==> config.mk <==
export PLATFORM = sky130hd
export DESIGN_NAME = majority_gate_bist
export DESIGN_NICKNAME = d
export VERILOG_FILES = /design/src/rtl/majority_gate_bist.sv
export SDC_FILE = /design/constraint.sdc
export NUM_CORES = 1
export LEC_CHECK = 0
export BUFFER_PORTS_ARGS = -buffer_cell sky130_fd_sc_hd__buf_2
export CAP_MARGIN = 20
export CORE_UTILIZATION = 57
export CTS_CLUSTER_DIAMETER = 50
export DETAILED_ROUTE_END_ITERATION = 10
export PLACE_DENSITY = 0.81
export SYNTH_ARGS = -nofsm -noshare
export SYNTH_HDL_FRONTEND = slang
export SYNTH_SLANG_ARGS = --single-unit
export TNS_END_PERCENT = 5
==> constraint.sdc <==
create_clock -name clk -period 3.65 [get_ports clk]
set_input_delay 0.365 -clock clk [delete_from_list [all_inputs] [get_ports clk]]
set_output_delay 0.365 -clock clk [all_outputs]
set_load 0.01 [all_outputs]
==> src/rtl/majority_gate_bist.sv <==
`default_nettype none
// ============================================================================
// Module   : majority_gate_bist
// Brief    : On-chip self-test engine for a 3-input majority gate. Steps the
//            gate through all eight input vectors, waits a programmable settle
//            time, samples the gate output and compares it to a golden model.
//            Reports pass/fail, a saturating error count and the first failing
//            vector.
// Revision : 1.0 - initial release
// ============================================================================
module majority_gate_bist #(
  parameter int SETTLE_CYCLES = 1,
  parameter int ERR_CNT_W     = 4
) (
  input  logic                 clk,
  input  logic                 rst,
  input  logic                 start,
  input  logic                 dut_result,
  output logic                 a,
  output logic                 b,
  output logic                 c,
  output logic                 busy,
  output logic                 done,
  output logic                 pass,
  output logic [ERR_CNT_W-1:0] err_count,
  output logic [2:0]           first_fail_vec,
  output logic                 first_fail_valid
);

  localparam int                   CNT_W        = $clog2(SETTLE_CYCLES + 1);
  localparam logic [CNT_W-1:0]     C_SETTLE_LD  = CNT_W'(SETTLE_CYCLES);
  localparam logic [CNT_W-1:0]     C_CNT_ONE    = CNT_W'(1);
  localparam logic [ERR_CNT_W-1:0] C_ERR_MAX    = '1;
  localparam logic [ERR_CNT_W-1:0] C_ERR_ZERO   = '0;
  localparam logic [ERR_CNT_W-1:0] C_ERR_ONE    = ERR_CNT_W'(1);

  typedef enum logic [1:0] {
    S_IDLE   = 2'd0,
    S_SETTLE = 2'd1,
    S_CHECK  = 2'd2,
    S_DONE   = 2'd3
  } state_t;

  state_t                 state_q, state_d;
  logic [2:0]             vec_q, vec_d;
  logic [CNT_W-1:0]       cnt_q, cnt_d;
  logic                   busy_q, busy_d;
  logic                   done_q, done_d;
  logic                   pass_q, pass_d;
  logic [ERR_CNT_W-1:0]   err_q, err_d;
  logic [2:0]             ffvec_q, ffvec_d;
  logic                   ffv_q, ffv_d;
  logic                   w_expected;

  // The stimulus vector register drives the gate directly; it is zero in IDLE
  // and parks at 111 in DONE, so no separate output flops are needed.
  assign a                = vec_q[2];
  assign b                = vec_q[1];
  assign c                = vec_q[0];
  assign busy             = busy_q;
  assign done             = done_q;
  assign pass             = pass_q;
  assign err_count        = err_q;
  assign first_fail_vec   = ffvec_q;
  assign first_fail_valid = ffv_q;

  // Golden majority of the vector currently applied to the gate.
  assign w_expected = (vec_q[2] & vec_q[1]) | (vec_q[2] & vec_q[0]) | (vec_q[1] & vec_q[0]);

  // Next-state and next-output logic for the test sequencer.
  always_comb begin
    state_d = state_q;
    vec_d   = vec_q;
    cnt_d   = cnt_q;
    busy_d  = busy_q;
    done_d  = done_q;
    pass_d  = pass_q;
    err_d   = err_q;
    ffvec_d = ffvec_q;
    ffv_d   = ffv_q;

    unique case (state_q)
      S_IDLE, S_DONE: begin
        // A new run clears all results of the previous one.
        if (start) begin
          state_d = S_SETTLE;
          vec_d   = 3'b000;
          cnt_d   = C_SETTLE_LD;
          busy_d  = 1'b1;
          done_d  = 1'b0;
          pass_d  = 1'b0;
          err_d   = C_ERR_ZERO;
          ffvec_d = 3'b000;
          ffv_d   = 1'b0;
        end
      end

      S_SETTLE: begin
        cnt_d = cnt_q - C_CNT_ONE;
        if (cnt_q == C_CNT_ONE) begin
          state_d = S_CHECK;
        end
      end

      S_CHECK: begin
        if (dut_result != w_expected) begin
          if (err_q != C_ERR_MAX) begin
            err_d = err_q + C_ERR_ONE;
          end
          if (!ffv_q) begin
            ffvec_d = vec_q;
            ffv_d   = 1'b1;
          end
        end
        if (vec_q == 3'b111) begin
          state_d = S_DONE;
          busy_d  = 1'b0;
          done_d  = 1'b1;
          pass_d  = (err_d == C_ERR_ZERO);
        end else begin
          state_d = S_SETTLE;
          vec_d   = vec_q + 3'd1;
          cnt_d   = C_SETTLE_LD;
        end
      end

      default: begin
        state_d = S_IDLE;
      end
    endcase
  end

  // State and result registers; reset wins over everything including start.
  always_ff @(posedge clk) begin
    if (rst) begin
      state_q <= S_IDLE;
      vec_q   <= 3'b000;
      cnt_q   <= '0;
      busy_q  <= 1'b0;
      done_q  <= 1'b0;
      pass_q  <= 1'b0;
      err_q   <= '0;
      ffvec_q <= 3'b000;
      ffv_q   <= 1'b0;
    end else begin
      state_q <= state_d;
      vec_q   <= vec_d;
      cnt_q   <= cnt_d;
      busy_q  <= busy_d;
      done_q  <= done_d;
      pass_q  <= pass_d;
      err_q   <= err_d;
      ffvec_q <= ffvec_d;
      ffv_q   <= ffv_d;
    end
  end

endmodule
`default_nettype wire

==> flow_metrics.tcl <==
set metrics [dict create \
    sw_frac_of_total 0.313 \
    numClockSinks 17 \
    report.final.hold_viol_count 0 \
    cts_resized 0 \
    timing.hold.ws_ns 0.412 \
    grtUsageTotal 0.241 \
    critical_path.max_stage_delay_ns 0.69 \
    dr.first_iter.drc_count 24 \
    rsz0062_at_grt "false" \
    critical_path_class "reg -> reg" \
    critical_path.slowest_cell "o21ai_0" \
    synth-compound-area-share 0.281 \
    power.density_cell_area_nw_per_um2 345 \
    worst_hold_path_type "in -> reg" \
    worst_setup_hold_path_clk_slew_ns 0.11 \
    timing.critical_path.from_type "flop" \
    antennaDiodeCount 0 \
    timing.max_cap.violations 0 \
    startpoint "state_q[0]" \
    row_count 14 \
    finalWorstPathRequiredPeriod_ns 2.25 \
    timing.critical_path.max_delay_family "compound AO/OA/AOI/OAI gates" \
    ff2ff_setup_slack_ns 1.40 \
    drc 0 \
    synth_nets 130 \
    drt.antenna.violating_nets 0 \
    postCtsSetupBuffers 0 \
    vdd_ir_drop_max_mv 0.227 \
    comb_power_share 0.191 \
    detailroute.via_count 929 \
    filler_cell_count 135 \
    antenna_found_initial 0 \
    yosys_warnings 0 \
    place_congestion 0.864 \
    synth-xor-area-share 0 \
    worst_path_most_repeated_cell "inv_1" \
    crit_path_cell_trace "inv_1, ha_1, o21ai_0, inv_1, a21oi_1, a22o_1" \
    max-slew-margin-rel 0.498 \
    synth.mux.area_fraction 0.0333 \
    floorplan.die.height_um 43.4 \
    synth-simple-area-share 0.213 \
    combinational_family_with_the_most_area_after_synthesis "compound AO/OA/AOI/OAI gates" \
    timing.critical_path.fanout_max 19 \
    detailedPlacementHpwl_um 1410 \
    chipWidth_um 43.4 \
    achievable-frequency_mhz 444 \
    cp-endpoint "first_fail_vec[0]" \
    share_of_post_route_cells_with_drive_strength_above_1 0.176 \
    number_of_search_and_repair_iterations_in_the_first_detailed_routing_pass 4 \
    max-clock-path-buffers 2 \
    net-switching-power_uw 117 \
    layoutNonFillerInstCount 152 \
    clkLatencyLatePin_ns 0.30 \
    r2r_end "first_fail_vec[0]" \
    io_buffers 17 \
    seqPwrFrac 0.530 \
    root_buffer "clkbuf_4" \
    run_status "completed" \
    vias_per_instance 6.11 \
    yosys.area_share.adder 0.0769 \
    grt_pass1_vias 825 \
    wire_length_of_the_first_global_routing_pass_um 3390 \
    ios 18 \
    synth_edf_count 0 \
    r2r_start "state_q[0]" \
    worstPathArrival_ns 2.50 \
    critical_path_required_ns 3.90 \
    dp_cells 148 \
    wire_per_inst_um 13.5 \
    cts-hold-fix-buffers 0 \
    synthCells 120 \
    global_route.overflow_total 0 \
    mapped_cell_area_sq_um 976 \
    synthDominantAreaCellType "dfxtp_1" \
    timing.critical_path.to_type "flop" \
    postSynthAreaPerCell_sq_um 8.13 \
    area_taken_by_multi_input_logic_gates_sq_um 589 \
    path_buf_inv 2 \
    die_area_sq_um 1880 \
    fin_worst_skew_ns 0.00670 \
    grt_max_degree 20 \
    synth_cell_types 35 \
    setup_violations 0 \
    tritoncts "yes" \
    htreeDepth 1 \
    ys_dominant_reg_cell "dfxtp_1" \
    worstRegToRegCells 6 \
    start_util 0.626 \
    num-nets-final 147 \
    slew_viols_final 0 \
    wl_um 2050 \
    yosysTopAreaCellShare 0.349 \
    synth_async_sr_flop_share 0 \
    timing.setup.tns_ns 0 \
    worstSetupPathDepth 6 \
    timing_worst_slew_pin_value_ns 0.746 \
    synth-seq-area-share 0.349 \
    tritoncts.num_buffers 3 \
    leakagePower_uw 0.000471 \
    core_area_sq_um 1560 \
    internal-power_uw 256 \
    ys_top_cells_by_area "dfxtp_1 (35%), ha_1 (7.7%), nor2_1 (6.5%)" \
    postSynthRegisterBits 17 \
    areaGrowthSynthToFinish_pct 10.8 \
    clock_power_share 0.279 \
    layout.area.seq_sq_um 340 \
    final.period_utilization 0.617 \
]
## cells by family (layout without fill, tap and decap cells)
group / count (synthesis) / after routing
buffers and inverters: 10 / 26
flip-flops: 17 / 17
multiplexers: 3 / 3
adder cells (fa/ha/maj): 6 / 6
AO/OA/AOI/OAI: 41 / 41
AND/OR/NAND/NOR: 43 / 43
## per-layer routing
metal / vias up / track usage / share of wire
li1: 470 / - / -
met1: 427 / 0.295 / 0.48
met2: 25 / 0.409 / 0.46
met3: 7 / 0.0375 / 0.032
met4: 0 / 0.125 / 0.029
met5: - / 0 / 0
## final cells by class
class | instances | area share
clock buffers | 3 | 0.0208
clock inverters | 1 | 0.00463
inverters | 5 | 0.0174
multi-input cells | 93 | 0.545
flip-flops and latches | 17 | 0.315
well taps | 16 | 0.0185
repair buffers | 17 | 0.0787
## registers in the layout, summed over array words and instances (netlist names)
register          count
state_q               2
vec_q                 3
pass                  1
first_fail_valid      1
first_fail_vec        3
busy                  1
cnt_q                 1
err_count             4
done                  1
## cells in the final DEF (no fill, tap or decap), drive strengths merged
| cell | Yosys | layout |
|---|---|---|
| a211oi | 2 | 2 |
| o21a | 3 | 3 |
| nor2 | 17 | 17 |
| o211ai | 1 | 1 |
| ha | 6 | 6 |
| and3b | 1 | 1 |
| o41a | 1 | 1 |
| nand2b | 1 | 1 |
| mux2i | 1 | 1 |
| dfxtp | 17 | 17 |
| nor3 | 4 | 4 |
| o21bai | 1 | 1 |
| a21oi | 12 | 12 |
| a31oi | 2 | 2 |
| inv | 5 | 5 |
| and3 | 1 | 1 |
| a22o | 5 | 5 |
| nand3 | 3 | 3 |
| o31ai | 1 | 1 |
| nor3b | 2 | 2 |
| o22ai | 1 | 1 |
| nand4b | 1 | 1 |
| nor2b | 4 | 4 |
| mux2 | 2 | 2 |
| buf | 3 | 17 |
| o2bb2ai | 1 | 1 |
| clkbuf | 2 | 3 |
| a222oi | 1 | 1 |
| nand2 | 7 | 7 |
| clkinv | 0 | 1 |
| a22oi | 2 | 2 |
| nor4 | 2 | 2 |
| o21ai | 8 | 8 |
## metrics by stage
step           power [uW]  utilization  worst slack [ns]  cell area [sq um]
5_1_grt               392        0.693              1.19               1080
4_1_cts               375        0.693              1.36               1080
6_report              373        0.693              1.40               1080
3_5_place_dp          272        0.676              1.39               1050
3_3_place_gp          271        0.676              1.45               1050
2_1_floorplan         255            -              1.88                976
## Yosys cell counts, drive strengths merged (3+ instances only)
library cell,n
buf,3
inv,5
o21ai,8
o21a,3
nor3,4
nand2,7
nor2b,4
a21oi,12
nand3,3
dfxtp,17
a22o,5
ha,6
nor2,17
## worst min-delay path by stage
stage | from | endpoint | slack [ns] | cells past startpoint
after global placement | first_fail_vec[0] | first_fail_vec[0] | 0.46 | 1
after detailed placement | first_fail_vec[2] | first_fail_vec[2] | 0.46 | 1
after CTS | rst | vec_q[0] | 0.42 | 2
after global routing | rst | busy | 0.42 | 2
final | rst | vec_q[0] | 0.41 | 2
after floorplan | rst | state_q[1] | 0.44 | 1
## power by group through the flow
stage               combinational (uW)  sequential [uW]  clock, uW
detailed placement                71.0              201          0
global route                      79.7              199        114
finish                            71.1              197        104
global placement                  69.5              201          0
CTS                               71.1              197        107
floorplan                         53.4              202          0
(Power assumes the default switching activity.)
